===== config.mk =====
export PLATFORM = sky130hd
export DESIGN_NAME = rr_exe_lane_buffer
export DESIGN_NICKNAME = d
export VERILOG_FILES = /design/src/rtl/rr_exe_lane_buffer_pkg.sv /design/src/rtl/rr_exe_lane_buf.sv /design/src/rtl/rr_exe_lane_buffer.sv
export SDC_FILE = /design/constraint.sdc
export NUM_CORES = 2
export LEC_CHECK = 0
export ABC_CLOCK_PERIOD_IN_PS = 6960
export CORE_AREA = 2 2 313 315
export CTS_BUF_LIST = sky130_fd_sc_hd__clkbuf_4 sky130_fd_sc_hd__clkbuf_8
export DETAILED_ROUTE_END_ITERATION = 8
export DIE_AREA = 0 0 315 317
export PLACE_DENSITY = 0.58
export SYNTH_ARGS = -nofsm -noshare
export SYNTH_HDL_FRONTEND = slang
export SYNTH_SLANG_ARGS = --single-unit

===== constraint.sdc =====
create_clock -name clk -period 6.96 [get_ports clk]
set_input_delay 2.088 -clock clk [delete_from_list [all_inputs] [get_ports clk]]
set_output_delay 2.088 -clock clk [all_outputs]
set_load 0.05 [all_outputs]

===== src/rtl/rr_exe_lane_buffer_pkg.sv =====
// Shared constants and types for the register-read to execute lane buffer.
// Lane ordering and pack widths match the issue stage's lane assignment.
package rr_exe_lane_buffer_pkg;

  localparam int unsigned RR_SPEC_TAG_W = 4;
  typedef logic [RR_SPEC_TAG_W-1:0] spec_tag_t;

  localparam int unsigned RR_NUM_LANES = 3;
  typedef enum logic [1:0] {
    LANE_ALU_BC_CSR,
    LANE_ALU_MULDIV,
    LANE_MEM
  } rr_lane_e;

  localparam int unsigned INT_ISSUE_PACK_W        = 128;
  localparam int unsigned INT_ISSUE_NO_CSR_PACK_W = 112;
  localparam int unsigned MEM_ISSUE_PACK_W        = 120;

  function automatic int unsigned max3(int unsigned a, int unsigned b, int unsigned c);
    int unsigned m;
    m = (a > b) ? a : b;
    return (m > c) ? m : c;
  endfunction

  // One common lane width so every lane can carry the widest pack.
  localparam int unsigned RR_PAYLOAD_W =
      max3(INT_ISSUE_PACK_W, INT_ISSUE_NO_CSR_PACK_W, MEM_ISSUE_PACK_W);

endpackage


===== src/rtl/rr_exe_lane_buf.sv =====
// One issue lane: 2-entry head/skid buffer with in-place branch kill/clear
// and flush. Outputs come straight from the head registers.
module rr_exe_lane_buf
  import rr_exe_lane_buffer_pkg::*;
#(
  parameter int unsigned PAYLOAD_W  = RR_PAYLOAD_W,
  parameter int unsigned SPEC_TAG_W = RR_SPEC_TAG_W
) (
  input  logic                  clk,
  input  logic                  rst_n,
  input  logic                  flush_i,
  input  logic                  in_valid_i,
  input  logic [PAYLOAD_W-1:0]  in_pack_i,
  input  logic [SPEC_TAG_W-1:0] in_br_mask_i,
  output logic                  in_ready_o,
  output logic                  out_valid_o,
  output logic [PAYLOAD_W-1:0]  out_pack_o,
  output logic [SPEC_TAG_W-1:0] out_br_mask_o,
  input  logic                  out_ready_i,
  input  logic                  br_res_valid_i,
  input  logic [SPEC_TAG_W-1:0] br_res_tag_i,
  input  logic                  br_res_mispredict_i
);

  logic                  h_valid_q, h_valid_d, s_valid_q, s_valid_d;
  logic [PAYLOAD_W-1:0]  h_pack_q, h_pack_d, s_pack_q, s_pack_d;
  logic [SPEC_TAG_W-1:0] h_mask_q, h_mask_d, s_mask_q, s_mask_d;

  logic                  consume, accept;
  logic                  kill_h, kill_s, kill_n;
  logic                  h_live, s_live, n_live;
  logic [SPEC_TAG_W-1:0] h_mask_r, s_mask_r, n_mask_r;

  assign in_ready_o    = rst_n & ~s_valid_q;
  assign out_valid_o   = rst_n & h_valid_q;
  assign out_pack_o    = h_pack_q;
  assign out_br_mask_o = h_mask_q;

  assign consume = h_valid_q & out_ready_i;
  assign accept  = in_valid_i & in_ready_o;

  // Clearing the tag bit is harmless for entries that are killed or untouched.
  assign kill_h   = br_res_valid_i & br_res_mispredict_i & (|(h_mask_q & br_res_tag_i));
  assign kill_s   = br_res_valid_i & br_res_mispredict_i & (|(s_mask_q & br_res_tag_i));
  assign kill_n   = br_res_valid_i & br_res_mispredict_i & (|(in_br_mask_i & br_res_tag_i));
  assign h_mask_r = br_res_valid_i ? (h_mask_q & ~br_res_tag_i) : h_mask_q;
  assign s_mask_r = br_res_valid_i ? (s_mask_q & ~br_res_tag_i) : s_mask_q;
  assign n_mask_r = br_res_valid_i ? (in_br_mask_i & ~br_res_tag_i) : in_br_mask_i;

  assign h_live = h_valid_q & ~consume & ~kill_h;
  assign s_live = s_valid_q & ~kill_s;
  assign n_live = accept & ~kill_n;

  // Survivors in age order (H, S, incoming) compact into H first, then S.
  always_comb begin
    h_valid_d = 1'b0;
    s_valid_d = 1'b0;
    h_pack_d  = h_pack_q;
    h_mask_d  = h_mask_q;
    s_pack_d  = s_pack_q;
    s_mask_d  = s_mask_q;
    if (!flush_i) begin
      if (h_live) begin
        h_valid_d = 1'b1;
        h_mask_d  = h_mask_r;
        if (s_live) begin
          s_valid_d = 1'b1;
          s_mask_d  = s_mask_r;
        end else if (n_live) begin
          s_valid_d = 1'b1;
          s_pack_d  = in_pack_i;
          s_mask_d  = n_mask_r;
        end
      end else if (s_live) begin
        h_valid_d = 1'b1;
        h_pack_d  = s_pack_q;
        h_mask_d  = s_mask_r;
        if (n_live) begin
          s_valid_d = 1'b1;
          s_pack_d  = in_pack_i;
          s_mask_d  = n_mask_r;
        end
      end else if (n_live) begin
        h_valid_d = 1'b1;
        h_pack_d  = in_pack_i;
        h_mask_d  = n_mask_r;
      end
    end
  end

  always_ff @(posedge clk) begin
    if (!rst_n) begin
      h_valid_q <= 1'b0;
      s_valid_q <= 1'b0;
      h_pack_q  <= '0;
      h_mask_q  <= '0;
      s_pack_q  <= '0;
      s_mask_q  <= '0;
    end else begin
      h_valid_q <= h_valid_d;
      s_valid_q <= s_valid_d;
      h_pack_q  <= h_pack_d;
      h_mask_q  <= h_mask_d;
      s_pack_q  <= s_pack_d;
      s_mask_q  <= s_mask_d;
    end
  end

endmodule


===== src/rtl/rr_exe_lane_buffer.sv =====
// Register-read to execute buffer: independent per-lane skid buffers sharing
// flush and branch-resolution broadcast.
module rr_exe_lane_buffer
  import rr_exe_lane_buffer_pkg::*;
#(
  parameter int unsigned NUM_LANES  = RR_NUM_LANES,
  parameter int unsigned PAYLOAD_W  = RR_PAYLOAD_W,
  parameter int unsigned SPEC_TAG_W = RR_SPEC_TAG_W
) (
  input  logic                            clk,
  input  logic                            rst_n,
  input  logic                            flush_i,
  input  logic [NUM_LANES-1:0]            in_valid_i,
  input  logic [NUM_LANES*PAYLOAD_W-1:0]  in_pack_i,
  input  logic [NUM_LANES*SPEC_TAG_W-1:0] in_br_mask_i,
  output logic [NUM_LANES-1:0]            in_ready_o,
  output logic [NUM_LANES-1:0]            out_valid_o,
  output logic [NUM_LANES*PAYLOAD_W-1:0]  out_pack_o,
  output logic [NUM_LANES*SPEC_TAG_W-1:0] out_br_mask_o,
  input  logic [NUM_LANES-1:0]            out_ready_i,
  input  logic                            br_res_valid_i,
  input  logic [SPEC_TAG_W-1:0]           br_res_tag_i,
  input  logic                            br_res_mispredict_i
);

  for (genvar g = 0; g < NUM_LANES; g++) begin : g_lane
    rr_exe_lane_buf #(
      .PAYLOAD_W  (PAYLOAD_W),
      .SPEC_TAG_W (SPEC_TAG_W)
    ) u_lane (
      .clk                 (clk),
      .rst_n               (rst_n),
      .flush_i             (flush_i),
      .in_valid_i          (in_valid_i[g]),
      .in_pack_i           (in_pack_i[g*PAYLOAD_W +: PAYLOAD_W]),
      .in_br_mask_i        (in_br_mask_i[g*SPEC_TAG_W +: SPEC_TAG_W]),
      .in_ready_o          (in_ready_o[g]),
      .out_valid_o         (out_valid_o[g]),
      .out_pack_o          (out_pack_o[g*PAYLOAD_W +: PAYLOAD_W]),
      .out_br_mask_o       (out_br_mask_o[g*SPEC_TAG_W +: SPEC_TAG_W]),
      .out_ready_i         (out_ready_i[g]),
      .br_res_valid_i      (br_res_valid_i),
      .br_res_tag_i        (br_res_tag_i),
      .br_res_mispredict_i (br_res_mispredict_i)
    );
  end

endmodule


* Yosys cells after proc, flatten, opt, wreduce, memory -nomap -nowiden *
Cells that the tools add are included.

storage, ports and cells
  flip-flop bits (word level) = 798
  bits of input ports = 411
  output and inout bits = 402

cells by class
  eq/ne operators = 6
  muxes and demuxes = 63
  bitwise gates (word level) = 73
  reduce and logical (&&, ||, !) cells = 31

operator list
  operator              count
  $mux W128             18
  $mux W4               30
  $and A4 B4 Y4         18
  $reduce_or A4 Y1      9
  $and A1 B1 Y1         34
  $reduce_and A3 Y1     9
  $not A1 Y1            20
  $mux W1               15
  $ne A2 B2 Y1 const B  6
  $reduce_bool A2 Y1    6
  $reduce_bool A3 Y1    3
  $reduce_and A2 Y1     3
  $not A4 Y4            1
  $reduce_or A2 Y1      1

* Depth between registers and ports, before layout *
  depth after elaboration = 8
  mapped depth = 12
  depth with buffers taken out = 8

* Cells and area by module *
A second synthesis with hierarchy kept.

second synthesis, totals
  cells, all modules = 4053
  area, all modules = 33545.9 µm²

modules (own cells, without submodules)
  module           instances  cells each  area each (µm²)  seq. area each (µm²)
  rr_exe_lane_buf  3          1351        11182.0          5325.1

* Worst setup path after synthesis *
No wires, ideal clock.

  path type = input to output
  from = in rst_n
  to = out out_valid_o[0]
  arrival time = 2.813 ns
  required time = 4.872 ns
  path slack = 2.059 ns
  stages on the path = 4
  cell sequence = buf_2 clkbuf_1 and2_1 buf_4

on the way
  word-level cells in the longest chain between the ends = 1

ends and longest elaborated chain
  item             RTL line                  RTL
  start, declared  rr_exe_lane_buffer.sv:11  input logic rst_n,
  $and A1 B1 Y1    rr_exe_lane_buf.sv:35     assign out_valid_o = rst_n & h_valid_q;
  end, declared    rr_exe_lane_buffer.sv:17  output logic [NUM_LANES-1:0] out_valid_o,

Every way passes these cells.

* Final worst setup path *
  from = in rst_n
  to = out in_ready_o[1]

on the way
  word-level cells in the longest chain between the ends = 1

ends and longest elaborated chain
  item           RTL line                  RTL
  $and A1 B1 Y1  rr_exe_lane_buf.sv:34     assign in_ready_o = rst_n & ~s_valid_q;
  end, declared  rr_exe_lane_buffer.sv:16  output logic [NUM_LANES-1:0] in_ready_o,

Every way passes these cells.

==> flow_summary.ini <==
[worst_setup_path]
cp-start-kind = input pin
slowest_stage = clkdlybuf4s50_1
crit_end = in_ready_o[1]
arrival_ns = 3.73
path_class = in -> out
r2r-start = g_lane[2].u_lane.h_valid_q
setup.worst_path.start = rst_n
path_cells = clkdlybuf4s50_1 -> nor2b_1 -> buf_12
endpoint_kind = output port
rrSetupSlack_ns = 3.92
r2r_end = g_lane[2].u_lane.s_pack_q[88]
reg2reg_depth = 8
required_ns = 4.87
cp_slowest_stage_delay_ns = 1.04
crit_path_max_fanout = 11

[logic_synthesis]
netlist_area_sq_um = 34100
synthCells = 3868
ys_seq_area_share_pct = 46.9
syn_nets = 4281
synth_enable_flop_cells = 0
ys_seq_elements = 798
ys.warnings.count = 0
ys_types = 50
syn_area_per_cell_sq_um = 8.81
synthArstFlopShare_pct = 0
synth_ff_type = dfxtp_1

[clock_network]
postCtsHoldBufs = 0
cts_max_level = 4
insertion_delay_ns = 0.84
cts.clk_slew.worst_paths_ns = 0.05
post_cts_buffers = 0
cts_root_buffer = clkbuf_8
cts_buffers = 146
cts_buffer_depth = 3
cts.repair.resized = 0
clkSinkCount = 798
cts_tree = done

[place]
hpwl_mm = 78.5
place.gp.congestion = 0.851
post-place-ws_ns = 1.07
portBuffers = 812

[global_route]
overflow = 0
grt_pass1_vias = 29400
grt_antenna_before_repair = 38
grt_pass1_wl_mm = 187
grt_use_total_pct = 23.9
grt_max_degree = 133

[power_and_ir_drop]
leakage_nw = 16.5
power_density_nw_per_um2 = 241
p_int_mw = 7.86
clock_power_share_pct = 41.7
total_power_mw = 11.0
combPwrFrac_pct = 14.7
sw_frac_of_total_pct = 28.2
p_seq_share_pct = 43.5
ir_worst_vdd_mv = 0.159
switchingPower_mw = 3.09

[timing]
skew_ns = 0.0272
relSlewSlack_pct = 23.9
drv_slew = 0
finalCriticalPeriod_ns = 5.82
finalHoldViolations = 0
final.setup.tns_ns = 0
worst_pin_slew_ns = 1.14
grt_setup_unrepaired = no
fin_crit_sh_pct = 83.6
setup_slack_ns = 1.14
max_clock_freq_mhz = 172
setup_viol = 0
whs_ns = 0.450

[drt]
totalWireLength_mm = 126
wirelength_met1_mm = 52.9
vias = 31500
drt-wirelength-per-cell_um = 21.5
drc = 0
dr_wl_met3_mm = 9.64
highest_layer = met5
first_pass_iters = 7
ant_nets = 0
route.met2.wl_mm = 59.3
drtIter0Drc = 2385
via_per_inst = 5.36

[floorplanning]
initial_core_util_pct = 35.4
rows = 114
die_y_um = 317
core_region_area_sq_um = 96300
pin_count = 813
die-area_sq_um = 99900
die_w_um = 315

[run]
maxCapViolations = 0

[status]
status = finished clean

[final_layout]
final_nets = 4888
layout-drive-gt1-share_pct = 10.7
final_util_pct = 47.3
syn2layout_area_growth_pct = 33.5

[worst_hold_path]
holdPathStages = 2
hp-class = reg -> reg
metrics by stage:
stage	std cells	instance area (sq um)
6_report	5874	45500
3_3_place_gp	5603	42500
4_1_cts	5846	45400
2_1_floorplan	3868	34100
3_5_place_dp	5603	42500
5_1_grt	5869	45500
layout make-up:
| type | count | area, sq um |
|---|---|---|
| Clock buffer | 225 | 2790 |
| Inverter | 11 | 48.8 |
| Antenna cell | 28 | 70.1 |
| Tap cell | 1276 | 1600 |
| Fill cell | 9380 | 50800 |
| Multi-Input combinational cell | 2660 | 16100 |
| Timing Repair Buffer | 858 | 8800 |
| Clock inverter | 18 | 156 |
| Sequential cell | 798 | 16000 |
worst min path at each step:
stage,from,endpoint,slack [ns]
floorplan,g_lane[0].u_lane.s_pack_q[0],g_lane[0].u_lane.s_pack_q[0],0.44
global placement,g_lane[2].u_lane.s_pack_q[33],g_lane[2].u_lane.s_pack_q[33],0.44
detailed placement,g_lane[0].u_lane.s_pack_q[117],g_lane[0].u_lane.s_pack_q[117],0.45
CTS,g_lane[2].u_lane.s_pack_q[28],g_lane[2].u_lane.s_pack_q[28],0.45
global route,g_lane[2].u_lane.s_pack_q[79],g_lane[2].u_lane.s_pack_q[79],0.46
finish,g_lane[0].u_lane.s_pack_q[121],g_lane[0].u_lane.s_pack_q[121],0.45
routing by layer:
metal  vias to the layer above  track usage, %
li1                      15100               -
met1                     15200            30.0
met2                      1017            37.7
met3                       231            7.43
met4                        24            10.6
met5                         -               0
power by group through the flow:
| stage | Sequential (mW) | Clock, mW | Combinational, mW |
|---|---|---|---|
| final | 4.77 | 4.57 | 1.62 |
| after global routing | 4.78 | 4.91 | 1.70 |
| after CTS | 4.77 | 4.70 | 1.62 |
| after floorplan | 5.27 | 0 | 0.507 |
| after detailed placement | 4.86 | 0 | 1.62 |
| after global placement | 4.86 | 0 | 1.61 |
sequential cells by signal (all words and copies together), names as in the netlist:
name and count:
g_lane.u_lane.out_br_mask_o 12, g_lane.u_lane.s_valid_q 3, g_lane.u_lane.s_pack_q 384, g_lane.u_lane.s_mask_q 12, g_lane.u_lane.h_valid_q 3, g_lane.u_lane.out_pack_o 384
cell families after synthesis:
kind of cell	synth area share [%]
fa+ha+maj	0.0734
flops	46.9
mux	7.55
simple gates	12.1
buf+inv	6.37
compound gates	27.1
Yosys cell counts (2+ instances only):
library cell,count,share of area (%)
a311oi_1,128,3.3
nor2_1,9,0.099
o311ai_0,4,0.10
o21ai_0,138,2.0
a32oi_1,4,0.10
nand2_2,2,0.037
o221ai_1,4,0.10
buf_6,34,1.1
a22oi_1,20,0.44
o2111a_1,8,0.26
a22oi_2,4,0.15
or3_1,2,0.037
nand2b_1,2,0.037
clkbuf_1,145,1.6
a21oi_1,775,11
ha_1,2,0.073
a21oi_2,5,0.13
nor2b_1,9,0.17
buf_4,38,0.84
clkbuf_4,4,0.088
o31ai_1,3,0.066
nor3_1,21,0.31
a211oi_1,99,2.2
a21oi_4,4,0.19
and2_1,12,0.22
o22ai_1,4,0.073
clkbuf_2,12,0.18
a211oi_2,160,5.9
buf_2,162,2.4
nand2_1,799,8.8
buf_1,4,0.044
and4_1,2,0.051
o22ai_2,3,0.11
and3_1,3,0.055
nand3_1,136,2.0
o211ai_1,2,0.044
o21ai_1,3,0.044
a21o_1,18,0.40
mux2i_1,257,7.5
nand4_1,10,0.18
inv_1,10,0.11
o2bb2ai_1,2,0.051
dfxtp_1,798,47
placed cells by master, fill, tap and decap left out, types with 25 or more instances in the layout:
master	synthesis	routed
clkdlybuf4s50_1	0	806
dfxtp_1	798	798
nand2_1	799	797
a21oi_1	775	775
mux2i_1	257	257
clkbuf_8	0	176
a211oi_2	160	160
o21ai_0	138	138
nand3_1	136	134
a311oi_1	128	128
a211oi_1	99	99
clkbuf_4	4	49
diode_2	0	28
buf_12	0	27
buf_4	38	25
critical path: cells and delay by family:
kind / cells / cell delay [ns]
buffers and inverters: 2 / 1.23
AND/OR/NAND/NOR: 1 / 0.41
Power figures use the tool's default switching activity.
